### config.mk
export PLATFORM = sky130hd
export DESIGN_NAME = packet_serializer_flat
export DESIGN_NICKNAME = d
export VERILOG_FILES = /design/src/rtl/noc_pkg.sv /design/src/rtl/packet_serializer_if.sv /design/src/rtl/packet_serializer.sv /design/src/flat_wrapper.sv
export SDC_FILE = /design/constraint.sdc
export NUM_CORES = 1
export LEC_CHECK = 0
export ABC_AREA = 1
export CAP_MARGIN = 20
export CORE_MARGIN = 4
export CORE_UTILIZATION = 40
export DETAILED_ROUTE_END_ITERATION = 7
export GPL_ROUTABILITY_DRIVEN = 1
export PLACE_DENSITY = 0.66
export SLEW_MARGIN = 30
export SYNTH_ARGS = -nofsm -noshare
export SYNTH_HDL_FRONTEND = slang
export SYNTH_SLANG_ARGS = --single-unit
### constraint.sdc
create_clock -name clk -period 5.1 [get_ports clk]
set_input_delay 0.765 -clock clk [delete_from_list [all_inputs] [get_ports clk]]
set_output_delay 0.765 -clock clk [all_outputs]
set_load 0.005 [all_outputs]
### src/rtl/noc_pkg.sv
// Shared NoC types: serializer state encoding and default packet/link widths.
package noc_pkg;

  localparam int PKT_WIDTH  = 128;
  localparam int LINK_WIDTH = 32;

  typedef enum logic [1:0] {
    IDLE = 2'd0,
    SEND = 2'd1,
    CSUM = 2'd2
  } ser_state_t;

endpackage

### src/rtl/packet_serializer_if.sv
// Wide-packet-in / narrow-beat-out handshake bundle around the serializer.
// master = upstream FIFO plus link side driving the serializer; slave = the serializer.
interface packet_serializer_if
  import noc_pkg::*;
#(
  parameter int IN_WIDTH  = PKT_WIDTH,
  parameter int OUT_WIDTH = LINK_WIDTH
);

  logic [IN_WIDTH-1:0]  in_element;
  logic                 in_valid;
  logic                 in_ready;
  logic [OUT_WIDTH-1:0] out_beat;
  logic                 out_valid;
  logic                 out_last;
  logic                 out_ready;
  logic                 busy;

  modport master (
    output in_element, in_valid, out_ready,
    input  in_ready, out_beat, out_valid, out_last, busy
  );

  modport slave (
    input  in_element, in_valid, out_ready,
    output in_ready, out_beat, out_valid, out_last, busy
  );

endinterface

### src/rtl/packet_serializer.sv
// Splits one wide packet into LSB-first narrow beats plus an optional XOR checksum beat.
// First beat one cycle after input handshake; beats hold under out_ready=0; reloads with no bubble.
module packet_serializer
  import noc_pkg::*;
#(
  parameter int IN_WIDTH        = PKT_WIDTH,
  parameter int OUT_WIDTH       = LINK_WIDTH,
  parameter bit APPEND_CHECKSUM = 1'b1
) (
  input logic                clk,
  input logic                rst_n,
  packet_serializer_if.slave bus
);

  localparam int NUM_BEATS = IN_WIDTH / OUT_WIDTH;
  localparam int CNT_W     = (NUM_BEATS > 1) ? $clog2(NUM_BEATS) : 1;
  localparam logic [CNT_W-1:0] LAST_CNT = CNT_W'(NUM_BEATS - 1);
  localparam logic [CNT_W-1:0] PRE_LAST = CNT_W'(NUM_BEATS - 2);

  if ((IN_WIDTH % OUT_WIDTH) != 0 || NUM_BEATS < 2) begin : g_bad_widths
    $error("packet_serializer: IN_WIDTH must be a multiple of OUT_WIDTH with at least 2 beats");
  end

  ser_state_t           state;
  logic [CNT_W-1:0]     beat_cnt;
  logic [OUT_WIDTH-1:0] csum;
  logic [IN_WIDTH-1:0]  data;
  logic                 out_valid_q;
  logic                 out_last_q;
  logic [OUT_WIDTH-1:0] cur_beat;
  logic                 beat_acc;
  logic                 in_ready_c;
  logic                 load;

  assign cur_beat   = (state == CSUM) ? csum : data[int'(beat_cnt)*OUT_WIDTH +: OUT_WIDTH];
  assign beat_acc   = out_valid_q & bus.out_ready;
  // Combinational through out_ready so the next packet loads in the final-beat cycle.
  assign in_ready_c = (state == IDLE) | (beat_acc & out_last_q);
  assign load       = bus.in_valid & in_ready_c;

  assign bus.in_ready  = in_ready_c;
  assign bus.out_beat  = cur_beat;
  assign bus.out_valid = out_valid_q;
  assign bus.out_last  = out_last_q;
  assign bus.busy      = (state != IDLE);

  always_ff @(posedge clk) begin
    if (load) data <= bus.in_element;
  end

  always_ff @(posedge clk or negedge rst_n) begin
    if (!rst_n) begin
      state       <= IDLE;
      beat_cnt    <= '0;
      csum        <= '0;
      out_valid_q <= 1'b0;
      out_last_q  <= 1'b0;
    end else begin
      unique case (state)
        IDLE: ;
        SEND: begin
          if (bus.out_ready) begin
            csum <= csum ^ cur_beat;
            if (beat_cnt == LAST_CNT) begin
              if (APPEND_CHECKSUM) begin
                state      <= CSUM;
                out_last_q <= 1'b1;
              end else begin
                state       <= IDLE;
                out_valid_q <= 1'b0;
                out_last_q  <= 1'b0;
              end
            end else begin
              beat_cnt   <= beat_cnt + 1'b1;
              out_last_q <= !APPEND_CHECKSUM && (beat_cnt == PRE_LAST);
            end
          end
        end
        CSUM: begin
          if (bus.out_ready) begin
            state       <= IDLE;
            out_valid_q <= 1'b0;
            out_last_q  <= 1'b0;
          end
        end
        default: begin
          state       <= IDLE;
          out_valid_q <= 1'b0;
          out_last_q  <= 1'b0;
        end
      endcase
      // A handshake overrides the final-beat wind-down above, giving gapless reload.
      if (load) begin
        state       <= SEND;
        beat_cnt    <= '0;
        csum        <= '0;
        out_valid_q <= 1'b1;
        out_last_q  <= 1'b0;
      end
    end
  end

endmodule
### src/flat_wrapper.sv
// flat-port wrapper written by rule: the top's interface ports become plain ports
module packet_serializer_flat import noc_pkg::*;
#(
  parameter int IN_WIDTH        = PKT_WIDTH,
  parameter int OUT_WIDTH       = LINK_WIDTH,
  parameter bit APPEND_CHECKSUM = 1'b1
)
  (clk, rst_n, bus_in_element, bus_in_valid, bus_out_ready, bus_in_ready, bus_out_beat, bus_out_valid, bus_out_last, bus_busy);
  packet_serializer_if #(.IN_WIDTH(IN_WIDTH), .OUT_WIDTH(OUT_WIDTH)) bus_i ();
  input logic clk;
  input logic rst_n;
  input wire logic [$bits(bus_i.in_element)-1:0] bus_in_element;
  input wire logic [$bits(bus_i.in_valid)-1:0] bus_in_valid;
  input wire logic [$bits(bus_i.out_ready)-1:0] bus_out_ready;
  output wire logic [$bits(bus_i.in_ready)-1:0] bus_in_ready;
  output wire logic [$bits(bus_i.out_beat)-1:0] bus_out_beat;
  output wire logic [$bits(bus_i.out_valid)-1:0] bus_out_valid;
  output wire logic [$bits(bus_i.out_last)-1:0] bus_out_last;
  output wire logic [$bits(bus_i.busy)-1:0] bus_busy;
  assign bus_i.in_element = bus_in_element;
  assign bus_i.in_valid = bus_in_valid;
  assign bus_i.out_ready = bus_out_ready;
  assign bus_in_ready = bus_i.in_ready;
  assign bus_out_beat = bus_i.out_beat;
  assign bus_out_valid = bus_i.out_valid;
  assign bus_out_last = bus_i.out_last;
  assign bus_busy = bus_i.busy;
  packet_serializer #(.IN_WIDTH(IN_WIDTH), .OUT_WIDTH(OUT_WIDTH), .APPEND_CHECKSUM(APPEND_CHECKSUM)) u_core (.clk(clk), .rst_n(rst_n), .bus(bus_i));
endmodule
==> results.sh, run 1 <==
export IMPL_clkLatencyLatePin_ns=0.42
export IMPL_netlist_instances=875
export IMPL_gp_congestion=0.753
export IMPL_die_w_um=148
export IMPL_synth_seq_cells=166
export IMPL_grt_pass1_vias=6074
export IMPL_initial_core_util_pct=40.6
export IMPL_skew_ns=0.00796
export IMPL_reg2regPathDepth=6
export IMPL_most_common_layout_cells="nand2_1, inv_1, clkdlybuf4s50_1, nand3_1, edfxtp_1"
export IMPL_hold_viol_final=0
export IMPL_syn_avg_cell_area_sq_um=9.01
export IMPL_r2r_start="u_core.state[0]$_DFFE_PN0P_"
export IMPL_r2r_slack_ns=2.50
export IMPL_first_pass_iters=5
export IMPL_row_count=51
export IMPL_synth_cell_types=21
export IMPL_drc=0
export IMPL_path_max_fanout=32
export IMPL_drv_cap=0
export IMPL_min_period_ns=3.54
export IMPL_grt_util_all_layers_pct=17.5
export IMPL_status="complete, no violations"
export IMPL_ant_nets=0
export IMPL_final_setup_tns_ns=0
export IMPL_crit_type="reg2out"
export IMPL_cp_required_ns=4.34
export IMPL_ios=168
export IMPL_clock_path_buffers=2
export IMPL_dp_final_hpwl_um=12200
export IMPL_cts_buffers=17
export IMPL_fin_crit_sh_pct=69.4
export IMPL_wl_per_cell_um=14.4
export IMPL_slew_violations=0
export IMPL_final_common_cell="nand2_1"
export IMPL_areaGrowthSynthToFinish_pct=31.7
export IMPL_die_y_um=148
export IMPL_coreArea_sq_um=19400
export IMPL_port_buffer_count=167
export IMPL_drt_iter0_markers=384
export IMPL_cts_resized=0
export IMPL_postCtsHoldBufs=0
export IMPL_async_flop_share_pct=22.9
export IMPL_dieArea_sq_um=22000
export IMPL_cp_start_kind="register"
export IMPL_crit_reg2reg_capture="u_core.data[108]$_DFFE_PN_"
export IMPL_max_clock_freq_mhz=282
export IMPL_synth_warnings=0
export IMPL_yosys_most_used_dff="edfxtp_1"
export IMPL_syn_area_sq_um=7880
export IMPL_final_area_sq_um=10400
export IMPL_critPathCaptureType="output pin"
export IMPL_powerDensity_nw_per_um2=576
export IMPL_cts_tree="done"
export IMPL_cp_arrival_ns=2.78
export IMPL_final_setup_viol_count=0
export IMPL_antenna_found_initial=1
export IMPL_drive_gt1_share_pct=6.04
export IMPL_ctsRootBufferMaster="clkbuf_16"
export IMPL_cts_htree_levels=4
export IMPL_wirelength_um=18800
export IMPL_postPlaceCellArea_sq_um=9740
export IMPL_grt_max_degree=69
export IMPL_grt_pass1_wl_um=30100
export IMPL_gr_total_overflow=0
export IMPL_clkSlewWorstSetupHoldPaths_ns=0.06
export IMPL_rsz0062_at_grt="false"
export IMPL_clkSinkCount=166
export IMPL_ir_drop_mv=0.265
export IMPL_post_cts_buffers=0
export IMPL_vias=6005
export IMPL_yosysSeqAreaShare_pct=60.8
export IMPL_timing_slew_headroom_pct=46.0
export IMPL_via_per_inst=4.59
export IMPL_synthesis_nets=1008
export IMPL_p_leak_nw=4.75
export IMPL_synth_edf_count=128
export IMPL_worstMarginPinSlew_ns=0.810
export IMPL_num_nets_final=1163
export IMPL_holdCritPathClass="in2async"
## layer usage
| metal | GRT usage [%] | wire [um] |
|---|---|---|
| met1 | 21.0 | 7940 |
| met2 | 31.0 | 9350 |
| met3 | 5.03 | 1270 |
| met4 | 4.62 | 250 |
| met5 | 0 | 0 |
## worst max-delay path by stage
stage                                        start  slack, ns                        to  cells past startpoint
global placement       u_core.state[1]$_DFFE_PN0P_       1.60          bus_out_beat[13]                      6
detailed placement     u_core.state[0]$_DFFE_PN0P_       1.53          bus_out_beat[13]                      5
finish                 u_core.state[0]$_DFFE_PN0P_       1.56          bus_out_beat[17]                      6
floorplan                            bus_out_ready       0.81  u_core.data[0]$_DFFE_PN_                      6
global route        u_core.beat_cnt[0]$_DFFE_PN0P_       1.35          bus_out_beat[31]                      7
CTS                    u_core.state[0]$_DFFE_PN0P_       1.07          bus_out_beat[13]                      5
## state kept, by name, indices dropped and copies added (netlist names)
| signal | cells |
|---|---|
| u_core.data | 128 |
| u_core.csum | 32 |
| u_core.beat_cnt | 2 |
| u_core.state | 2 |
| u_core.bus.out_last | 1 |
| u_core.bus.out_valid | 1 |
## area by class of cell
class,instances,area [sq um]
Clock buffer,21,460
Tap cell,265,332
Clock inverter,11,148
Inverter,193,727
Multi-Input combinational cell,478,2160
Fill cell,1796,9020
Antenna cell,1,2.50
Timing Repair Buffer,174,1750
Sequential cell,166,4800
## cell usage after synthesis (all sizes together) (2+ instances only)
master / n / share of area [%]
and2: 31 / 2.5
nand4: 31 / 2.5
nor2: 36 / 1.8
edfxtp: 128 / 49
a21oi: 3 / 0.19
inv: 193 / 9.2
o21ai: 2 / 0.13
nand3: 130 / 8.3
clkbuf: 7 / 0.33
buf: 31 / 2.4
dfrtp: 38 / 12
nand2: 243 / 12
## power by group
part | leakage, nW | switching (W) | internal [W] | total (W)
combinational | 2.78 | 0.00154 | 0.00110 | 0.00264
sequential | 1.68 | 0.000125 | 0.00188 | 0.00201
clock | 0.297 | 0.000525 | 0.000798 | 0.00132
total | 4.75 | 0.00219 | 0.00379 | 0.00598
## critical path, stage by stage, from the launching register on
cell             delay [ns]
dfrtp_1                0.42
nor2_4                 0.45
buf_16                 0.23
inv_2                  0.28
nand3_1                0.26
and2_1                 0.18
clkdlybuf4s50_1        0.51
## metrics by stage
stage	std cells	power, W	utilization [%]	setup slack [ns]	hold WS [ns]
4_1_cts	1307	0.00604	53.3	1.07	0.511
5_1_grt	1309	0.00645	53.5	1.35	0.359
6_report	1309	0.00598	53.5	1.56	0.328
2_1_floorplan	875	0.00371	-	0.815	0.469
3_5_place_dp	1275	0.00470	50.2	1.53	0.503
3_3_place_gp	1275	0.00464	50.2	1.60	0.494
## kinds of logic after synthesis
group / count (synthesis) / synth area share [%]
AO/OA/AOI/OAI: 6 / 0.413
adder cells (fa/ha/maj): 1 / 0.159
buffers and inverters: 231 / 11.9
flip-flops: 166 / 60.8
AND/OR/NAND/NOR: 471 / 26.7
Power figures use the tool's default switching activity.
==> run 2, diff against run 1 <==
PLACE_DENSITY = 0.69   (was 0.66)
clock period = 3 ns   (was 5.1 ns; I/O delays follow)
==> run 2 against run 1 <==
Count of clock-buffer cells in the layout is 1 lower. First-iteration DRC count rose by 6.8%. Via count rose by 1.1%. Global-route usage decreased by 0.51 points. Non-clock buffer count is 9 higher. Utilization increased by 0.28 points. Critical path depth up 1. Die area unchanged. Routed wire length decreased by 2.9%. Clock power increased by 67%. Critical endpoint is now bus_out_beat[12].
==> results.sh, run 2 (synthesized netlist as in run 1, its figures left out) <==
export IMPL_fin_crit_sh_pct=93.3
export IMPL_cts_htree_levels=4
export IMPL_gr_total_overflow=0
export IMPL_largest_reg_flops=128
export IMPL_max_clock_freq_mhz=357
export IMPL_crit_slowest_cell="clkdlybuf4s50_1"
export IMPL_drt_iter0_markers=410
export IMPL_port_buffer_count=167
export IMPL_areaGrowthSynthToFinish_pct=32.4
export IMPL_ir_drop_mv=0.433
export IMPL_status="complete, no violations"
export IMPL_final_area_sq_um=10400
export IMPL_clock_path_buffers=2
export IMPL_die_w_um=148
export IMPL_final_common_cell="nand2_1"
export IMPL_initial_core_util_pct=40.6
export IMPL_die_y_um=148
export IMPL_skew_ns=0.00785
export IMPL_top_register="u_core.data"
export IMPL_finish_utilization_pct=53.8
export IMPL_gp_congestion=0.806
export IMPL_post_cts_buffers=0
export IMPL_min_period_ns=2.80
export IMPL_cp_start_kind="register"
export IMPL_top_regs="u_core.data x128, u_core.csum x32"
export IMPL_wirelength_um=18300
export IMPL_timing_slew_headroom_pct=62.8
export IMPL_most_common_layout_cells="nand2_1, inv_1, clkdlybuf4s50_1, nand3_1, edfxtp_1"
export IMPL_holdCritPathClass="in2async"
export IMPL_cts_resized=0
export IMPL_multi_input_area_sq_um=2150
export IMPL_critPathCaptureType="output pin"
export IMPL_wl_per_cell_um=13.9
export IMPL_cpMostUsedCell="nand3_1"
export IMPL_drv_cap=0
export IMPL_grt_pass1_vias=5999
export IMPL_cts_tree="done"
export IMPL_fill_cells=1755
export IMPL_cts_buffers=17
export IMPL_dieArea_sq_um=22000
export IMPL_cp_required_ns=2.55
export IMPL_clkLatencyLatePin_ns=0.42
export IMPL_dp_final_hpwl_um=12400
export IMPL_ios=168
export IMPL_drc=0
export IMPL_max_stage_delay_ns=0.48
export IMPL_path_max_fanout=33
export IMPL_clkSlewWorstSetupHoldPaths_ns=0.06
export IMPL_via_per_inst=4.61
export IMPL_crit_type="reg2out"
export IMPL_postPlaceCellArea_sq_um=9830
export IMPL_powerDensity_nw_per_um2=972
export IMPL_final_setup_viol_count=0
export IMPL_final_seq_area_sq_um=4800
export IMPL_ant_nets=0
export IMPL_cp_arrival_ns=2.35
export IMPL_grt_max_degree=66
export IMPL_num_nets_final=1172
export IMPL_ctsRootBufferMaster="clkbuf_16"
export IMPL_first_pass_iters=5
export IMPL_drive_gt1_share_pct=6.65
export IMPL_worstMarginPinSlew_ns=0.558
export IMPL_slew_violations=0
export IMPL_p_leak_nw=4.78
export IMPL_antenna_found_initial=2
export IMPL_row_count=51
export IMPL_vias=6073
export IMPL_postCtsHoldBufs=0
export IMPL_clkSinkCount=166
export IMPL_coreArea_sq_um=19400
export IMPL_grt_util_all_layers_pct=17.0
export IMPL_rsz0062_at_grt="false"
export IMPL_hold_viol_final=0
export IMPL_crit_path_cell_trace="inv_2 -> buf_12 -> nand2_1 -> nand3_1 -> nand3_1 -> and2_1 -> clkdlybuf4s50_1"
export IMPL_grt_pass1_wl_um=29300
==> run 2: per-stage QoR <==
step | cells | TNS [ns] | hold WS, ns | setup WS, ns | total power, W
after floorplan | 875 | -28.58 | 0.154 | -0.223 | 0.00630
after global placement | 1285 | 0 | 0.491 | 0.598 | 0.00790
after detailed placement | 1285 | 0 | 0.478 | 0.568 | 0.00803
after CTS | 1317 | 0 | 0.0258 | 0.107 | 0.0103
after global routing | 1318 | 0 | 0.0451 | 0.0209 | 0.0110
final | 1318 | 0 | 0.00979 | 0.201 | 0.0101
==> run 2: power breakdown <==
group | switching [W] | internal [W] | leakage, nW
combinational | 0.00256 | 0.00195 | 2.82
sequential | 0.000219 | 0.00320 | 1.68
clock | 0.000889 | 0.00131 | 0.282
==> run 2: area by class of cell <==
| type | instances | share of cell area [%] |
|---|---|---|
| inverter | 193 | 6.98 |
| clock inverter | 12 | 1.48 |
| clock buffer | 20 | 4.19 |
| multi-input combinational | 478 | 20.6 |
| sequential | 166 | 46.0 |
| timing repair buffer | 183 | 17.5 |
| tap | 265 | 3.18 |
| antenna | 1 | 0.0240 |
==> run 2: routing by layer <==
| layer | GRT usage, % | vias to the layer above | routed length [um] |
|---|---|---|---|
| met1 | 20.7 | 2798 | 7800 |
| met3 | 4.17 | 29 | 1090 |
| li1 | - | 3076 | - |
| met5 | 0 | - | 8 |
| met2 | 28.9 | 168 | 8880 |
| met4 | 7.25 | 2 | 482 |
==> run 2: worst max-delay path: cells and delay by family (launching register included) <==
family,cells,cell delay [ns]
DFF,1,0.41
and+or+nand+nor,4,0.45
buffers and inverters,3,1.04
==> run 2: path summary, 6_finish.rpt <==
kind	startpoint	to	slack [ns]	cells after the start
max	u_core.beat_cnt[0]$_DFFE_PN0P_	bus_out_beat[12]	0.20	7
min	rst_n	u_core.csum[7]$_DFFE_PN0P_	0.01	1
max reg2reg	u_core.state[1]$_DFFE_PN0P_	u_core.data[95]$_DFFE_PN_	1.14	6
min reg2reg	u_core.bus.out_valid$_DFFE_PN0P_	u_core.bus.out_valid$_DFFE_PN0P_	0.51	2
max in group asynchronous	rst_n	u_core.beat_cnt[0]$_DFFE_PN0P_	2.56	1
min in group clk	u_core.bus.out_valid$_DFFE_PN0P_	u_core.bus.out_valid$_DFFE_PN0P_	0.51	2
